==> config.mk <==
export PLATFORM = sky130hd
export DESIGN_NAME = bus_master_bridge_flat
export DESIGN_NICKNAME = d
export VERILOG_FILES = /design/src/rtl/bus_pkg.sv /design/src/rtl/bus_slave_if.sv /design/src/rtl/bus_master_bridge.sv /design/src/flat_wrapper.sv
export SDC_FILE = /design/constraint.sdc
export NUM_CORES = 1
export LEC_CHECK = 0
export BUFFER_PORTS_ARGS = -buffer_cell sky130_fd_sc_hd__buf_2
export CORE_MARGIN = 3
export CORE_UTILIZATION = 50
export DETAILED_ROUTE_END_ITERATION = 8
export GPL_ROUTABILITY_DRIVEN = 0
export PLACE_DENSITY = 0.91
export SYNTH_ARGS = -nofsm -noshare
export SYNTH_HDL_FRONTEND = slang
export SYNTH_SLANG_ARGS = --single-unit
export TNS_END_PERCENT = 30
==> constraint.sdc <==
create_clock -name clk -period 3.1 [get_ports clk]
set_input_delay 0.62 -clock clk [delete_from_list [all_inputs] [get_ports clk]]
set_output_delay 0.62 -clock clk [all_outputs]
set_load 0.02 [all_outputs]
==> src/rtl/bus_pkg.sv <==
// bus_pkg: shared state type and latency limits for the bus master bridge
//   RD_LATENCY_MAX : largest legal read latency
//   CNT_W          : width of the read-latency down-counter
//   bridge_state_t : bridge FSM states
package bus_pkg;
   localparam int RD_LATENCY_MAX = 15;
   localparam int CNT_W = $clog2(RD_LATENCY_MAX + 1);
   typedef enum logic [1:0] {IDLE, WR, RD, RESP} bridge_state_t;
endpackage

==> src/rtl/bus_slave_if.sv <==
// bus_slave: downstream register bus
//   wr, rd       : one-cycle write / read strobes from the master
//   addr, data_i : address and write data from the master
//   data_o       : read data returned by the slave
//   out          : master-side view, slave : slave-side view
interface bus_slave;
   logic        wr;
   logic        rd;
   logic [31:0] addr;
   logic [31:0] data_i;
   logic [31:0] data_o;
   modport out   (output wr, rd, addr, data_i, input data_o);
   modport slave (input wr, rd, addr, data_i, output data_o);
endinterface

==> src/rtl/bus_master_bridge.sv <==
// bus_master_bridge: turns single valid/ready commands into register-bus cycles
//   clk, rst_n                          : clock, asynchronous active-low reset
//   cmd_valid/ready/we/addr/wdata       : command channel, one outstanding at a time
//   rsp_valid/ready/we/rdata            : response channel, rdata is 0 for writes
//   bus                                 : register bus master port
module bus_master_bridge
   import bus_pkg::*;
#(
   parameter int RD_LATENCY = 1
) (
   input  logic        clk,
   input  logic        rst_n,
   input  logic        cmd_valid,
   output logic        cmd_ready,
   input  logic        cmd_we,
   input  logic [31:0] cmd_addr,
   input  logic [31:0] cmd_wdata,
   output logic        rsp_valid,
   input  logic        rsp_ready,
   output logic        rsp_we,
   output logic [31:0] rsp_rdata,
   bus_slave.out       bus
);
   localparam logic [CNT_W-1:0] LAT = CNT_W'(RD_LATENCY);
   bridge_state_t state, state_nxt;
   logic [CNT_W-1:0] cnt;
   logic armed;
   logic accept;
   // armed keeps cmd_ready low until the first edge after reset release
   assign cmd_ready = armed && state == IDLE;
   assign accept    = cmd_valid && cmd_ready;
   assign rsp_valid = state == RESP;
   assign bus.wr    = state == WR;
   // the counter is loaded with LAT on accept, so it still equals LAT only in the first RD cycle
   assign bus.rd    = state == RD && cnt == LAT;
   always_ff @(posedge clk or negedge rst_n)
      if (!rst_n) state <= IDLE;
      else        state <= state_nxt;
   always_comb begin
      state_nxt = state;
      case (state)
         IDLE:    if (accept) state_nxt = cmd_we ? WR : RD;
         WR:      state_nxt = RESP;
         RD:      if (cnt == '0) state_nxt = RESP;
         RESP:    if (rsp_ready) state_nxt = IDLE;
         default: state_nxt = IDLE;
      endcase
   end
   always_ff @(posedge clk or negedge rst_n)
      if (!rst_n) begin
         armed      <= 1'b0;
         cnt        <= '0;
         bus.addr   <= '0;
         bus.data_i <= '0;
         rsp_we     <= 1'b0;
         rsp_rdata  <= '0;
      end else begin
         armed <= 1'b1;
         if (accept) begin
            bus.addr   <= cmd_addr;
            bus.data_i <= cmd_we ? cmd_wdata : '0;
            rsp_we     <= cmd_we;
            rsp_rdata  <= '0;
            cnt        <= LAT;
         end else if (state == RD) begin
            if (cnt == '0) rsp_rdata <= bus.data_o;
            else           cnt <= cnt - CNT_W'(1);
         end
      end
endmodule

==> src/flat_wrapper.sv <==
// flat-port wrapper written by rule: the top's interface ports become plain ports
module bus_master_bridge_flat import bus_pkg::*;
#(
   parameter int RD_LATENCY = 1
)
  (clk, rst_n, cmd_valid, cmd_ready, cmd_we, cmd_addr, cmd_wdata, rsp_valid, rsp_ready, rsp_we, rsp_rdata, bus_wr, bus_rd, bus_addr, bus_data_i, bus_data_o);
  bus_slave bus_i ();
  input  logic clk;
  input  logic rst_n;
  input  logic cmd_valid;
  output logic cmd_ready;
  input  logic cmd_we;
  input  logic [31:0] cmd_addr;
  input  logic [31:0] cmd_wdata;
  output logic rsp_valid;
  input  logic rsp_ready;
  output logic rsp_we;
  output logic [31:0] rsp_rdata;
  output wire logic [$bits(bus_i.wr)-1:0] bus_wr;
  output wire logic [$bits(bus_i.rd)-1:0] bus_rd;
  output wire logic [$bits(bus_i.addr)-1:0] bus_addr;
  output wire logic [$bits(bus_i.data_i)-1:0] bus_data_i;
  input wire logic [$bits(bus_i.data_o)-1:0] bus_data_o;
  assign bus_wr = bus_i.wr;
  assign bus_rd = bus_i.rd;
  assign bus_addr = bus_i.addr;
  assign bus_data_i = bus_i.data_i;
  assign bus_i.data_o = bus_data_o;
  bus_master_bridge #(.RD_LATENCY(RD_LATENCY)) u_core (.clk(clk), .rst_n(rst_n), .cmd_valid(cmd_valid), .cmd_ready(cmd_ready), .cmd_we(cmd_we), .cmd_addr(cmd_addr), .cmd_wdata(cmd_wdata), .rsp_valid(rsp_valid), .rsp_ready(rsp_ready), .rsp_we(rsp_we), .rsp_rdata(rsp_rdata), .bus(bus_i));
endmodule
==> metrics.txt <==
initial antenna violation count 0; die extent in y a little under 100 µm; compound-cell area share of the yosys netlist 0.05325; Comb pwr share 0.425; Mapped Nets slightly below 600; post-synthesis mux area share 0.005325; DP Wirelength 7876 µm; Gate Count Post-Synth 470; endpoints failing setup 0; worst-path fanout max 8; first-pass GRT wire length between 15000 and 20000 µm; n_diodes 0; Post-Route WL 10560 µm; worst endpoint data arrival time 1.93 ns; Syn Area/Cell 8.998 µm²; Seq/Total Area, Yosys 0.6154; vias in the first global route 3766; Slew Limit Fails 0; leading cell type in the layout, fill and taps excluded nand2_1; Simple-Gate Fraction of Synth Area 0.2666; most frequent cells in the layout nand2_1 (230), buf_2 (200), dfrtp_1 (104); die width just under 100 µm; IO Count ~200; crit-path cells inv_1 -> ha_1 -> inv_1 -> nor4b_1 -> buf_2; CTS root buffer clkbuf_8; Worst Max-Slew Pin Slew 0.6611 ns; Pwr Density 914.0 nW/µm²; switching part of the total power 0.4254; Worst Path Class, Setup register to output pin; DRT iter0 DRCs 111; area grow syn2layout 29.29%; Residual DRC 0; post-layout min period 2.545 ns; Initial DRT Pass Iterations 4; total track usage 0.2188; Crit path top cell by count inv_1; status completed; R2R Path Start u_core.state[0]; largest net degree at the start of global routing 71; final-report hold violation count 0; Vias/cell 5.034; Synth Area in Adders 0.02367; Crit. End Element output pin; Rows 32; Pint roughly 2.9 mW; crit start category register; hold buffers post-CTS 0; Max Buffers Root-to-Sink 2; clk sink count 104; Mapped Area between 4000 and 5000 µm²; via count approximately 3800; Initial Util 0.5308; CP peak stage delay ~0.43 ns; die area 9597 µm²; Final period util 0.8211; max cap viols 0; wire per inst 13.87 µm; placed cell areas between 5000 and 6000 µm²; Lkg Pwr between 3 and 4 nW; Post-Synth XOR/XNOR Area 0; Critical Path Start u_core.state[0]; Peak VDD IR between 500 and 600 µV; NumNets Final between 700 and 800; CTS tree built; clock share of power 0.145; Post-CTS Setup Repair Bufs 0; core box area between 7000 and 8000 µm²; Synthesis Warnings 0; CP max stage cell dfrtp_1; Clk Latency, worst-skew pair around 0.35 ns; Fmax achieved between 300 and 400 MHz; FF+latch count, synth 104; hold crit path type primary input to async pin; RSZ-0062 raised after global routing no; Slew HR 0.5588; required time of the critical path approximately 2.5 ns; largest family of logic cells by synthesized area simple AND/OR/NAND/NOR gates; share of power burned in registers 0.430; Net Switching 2.126 mW; synth unique cells 26; post-CTS sizing 0; port bufs between 200 and 250; total negative slack 0 ns; layout cells sized above 1 0.3414; Num CTS Buffers 9; GRT overflow 0; H-tree levels 3; Clock Pin Slew Worst Setup and Hold Paths ~0.090 ns; fin area around 5500 µm²; Worst Skew approximately 0.013 ns; Final ANT Viol Nets 0
[per-stage QoR]
step | worst slack, ns | utilization | power [mW] | std cells | hold WS, ns
after floorplan | 0.8958 | - | 3.490 | 470 | 0.3244
after global placement | 1.057 | 0.6658 | 4.212 | 746 | 0.4476
after detailed placement | 0.9393 | 0.6658 | 4.326 | 746 | 0.4554
after CTS | 0.5488 | 0.6862 | 5.053 | 761 | 0.2534
after global routing | 0.3978 | 0.6862 | 5.356 | 761 | 0.2632
final | 0.5547 | 0.6862 | 4.997 | 761 | 0.2450
[sequential cells by signal, indices dropped and copies added, names as in the netlist]
signal / cells
u_core.state: 2
u_core.rsp_we: 1
u_core.cnt: 4
u_core.armed: 1
u_core.bus.data_i: 32
u_core.bus.addr: 32
u_core.rsp_rdata: 32
[power groups by stage]
stage / clock network, mW / registers (mW) / logic, mW
detailed placement: 0 / 2.17 / 2.16
global placement: 0 / 2.15 / 2.06
global route: 0.811 / 2.21 / 2.34
floorplan: 0 / 2.72 / 0.770
CTS: 0.747 / 2.15 / 2.16
finish: 0.723 / 2.15 / 2.13
[worst max-delay path, delay by kind of cell, from the launching register on]
family | cells | cell delay [ns]
and+or+nand+nor | 1 | 0.33
adders and majority gates | 1 | 0.31
buffers and inverters | 3 | 0.50
DFF | 1 | 0.43
[Yosys cell counts]
library cell	n	area, µm²
clkbuf_1	26	97.59
nor3_1	1	5.000
nand2b_1	2	12.51
o211ai_1	1	7.510
a311oi_1	1	8.760
inv_1	8	30.03
and4bb_2	1	12.51
or3_2	1	7.510
nand4b_1	1	8.760
buf_2	4	20.02
and3_1	1	6.260
dfrtp_1	104	2603
or3b_4	1	11.26
conb_1	1	3.750
a222oi_1	1	10.01
o21ai_0	3	15.01
nor3b_1	1	7.510
o41ai_1	1	8.760
ha_1	8	100.1
nand3_1	33	165.2
or4bb_2	1	12.51
nand2_1	230	863.3
nor4b_1	1	8.760
a21oi_1	35	175.2
mux2_2	2	22.52
and2_1	1	6.260
[kinds of logic after synthesis]
kind of cell,Yosys count
flip-flops,104
other,1
adder cells (fa/ha/maj),8
AO/OA/AOI/OAI,42
multiplexers,2
AND/OR/NAND/NOR,275
buffers and inverters,38
[layer usage]
metal,part of all wire,global-route usage,up-vias
li1,-,-,1850
met1,0.40,0.2678,1807
met2,0.50,0.3785,159
met3,0.081,0.06786,15
met4,0.013,0.05431,0
met5,0,0,-
[final timing paths]
path                                    endpoint  slack (ns)  cells past startpoint
setup reg to reg             u_core.rsp_rdata[4]        0.91                      5
setup / recovery                          bus_rd        0.55                      5
hold reg to reg            u_core.bus.data_i[31]        0.47                      2
hold / removal                u_core.bus.addr[1]        0.25                      1
max in group asynchronous    u_core.bus.addr[24]        2.15                      2
min in group clk             u_core.bus.addr[10]        0.45                      3
[final cells by class]
type                    count  area [µm²]
flip-flops and latches    104        2603
fillers                   662        2500
multi-input cells         328        1489
repair buffers            204        1056
clock buffers              11       131.4
well taps                 102       127.6
clock inverters             4       31.28
inverters                   8       30.03
Power figures use the tool's default switching activity.
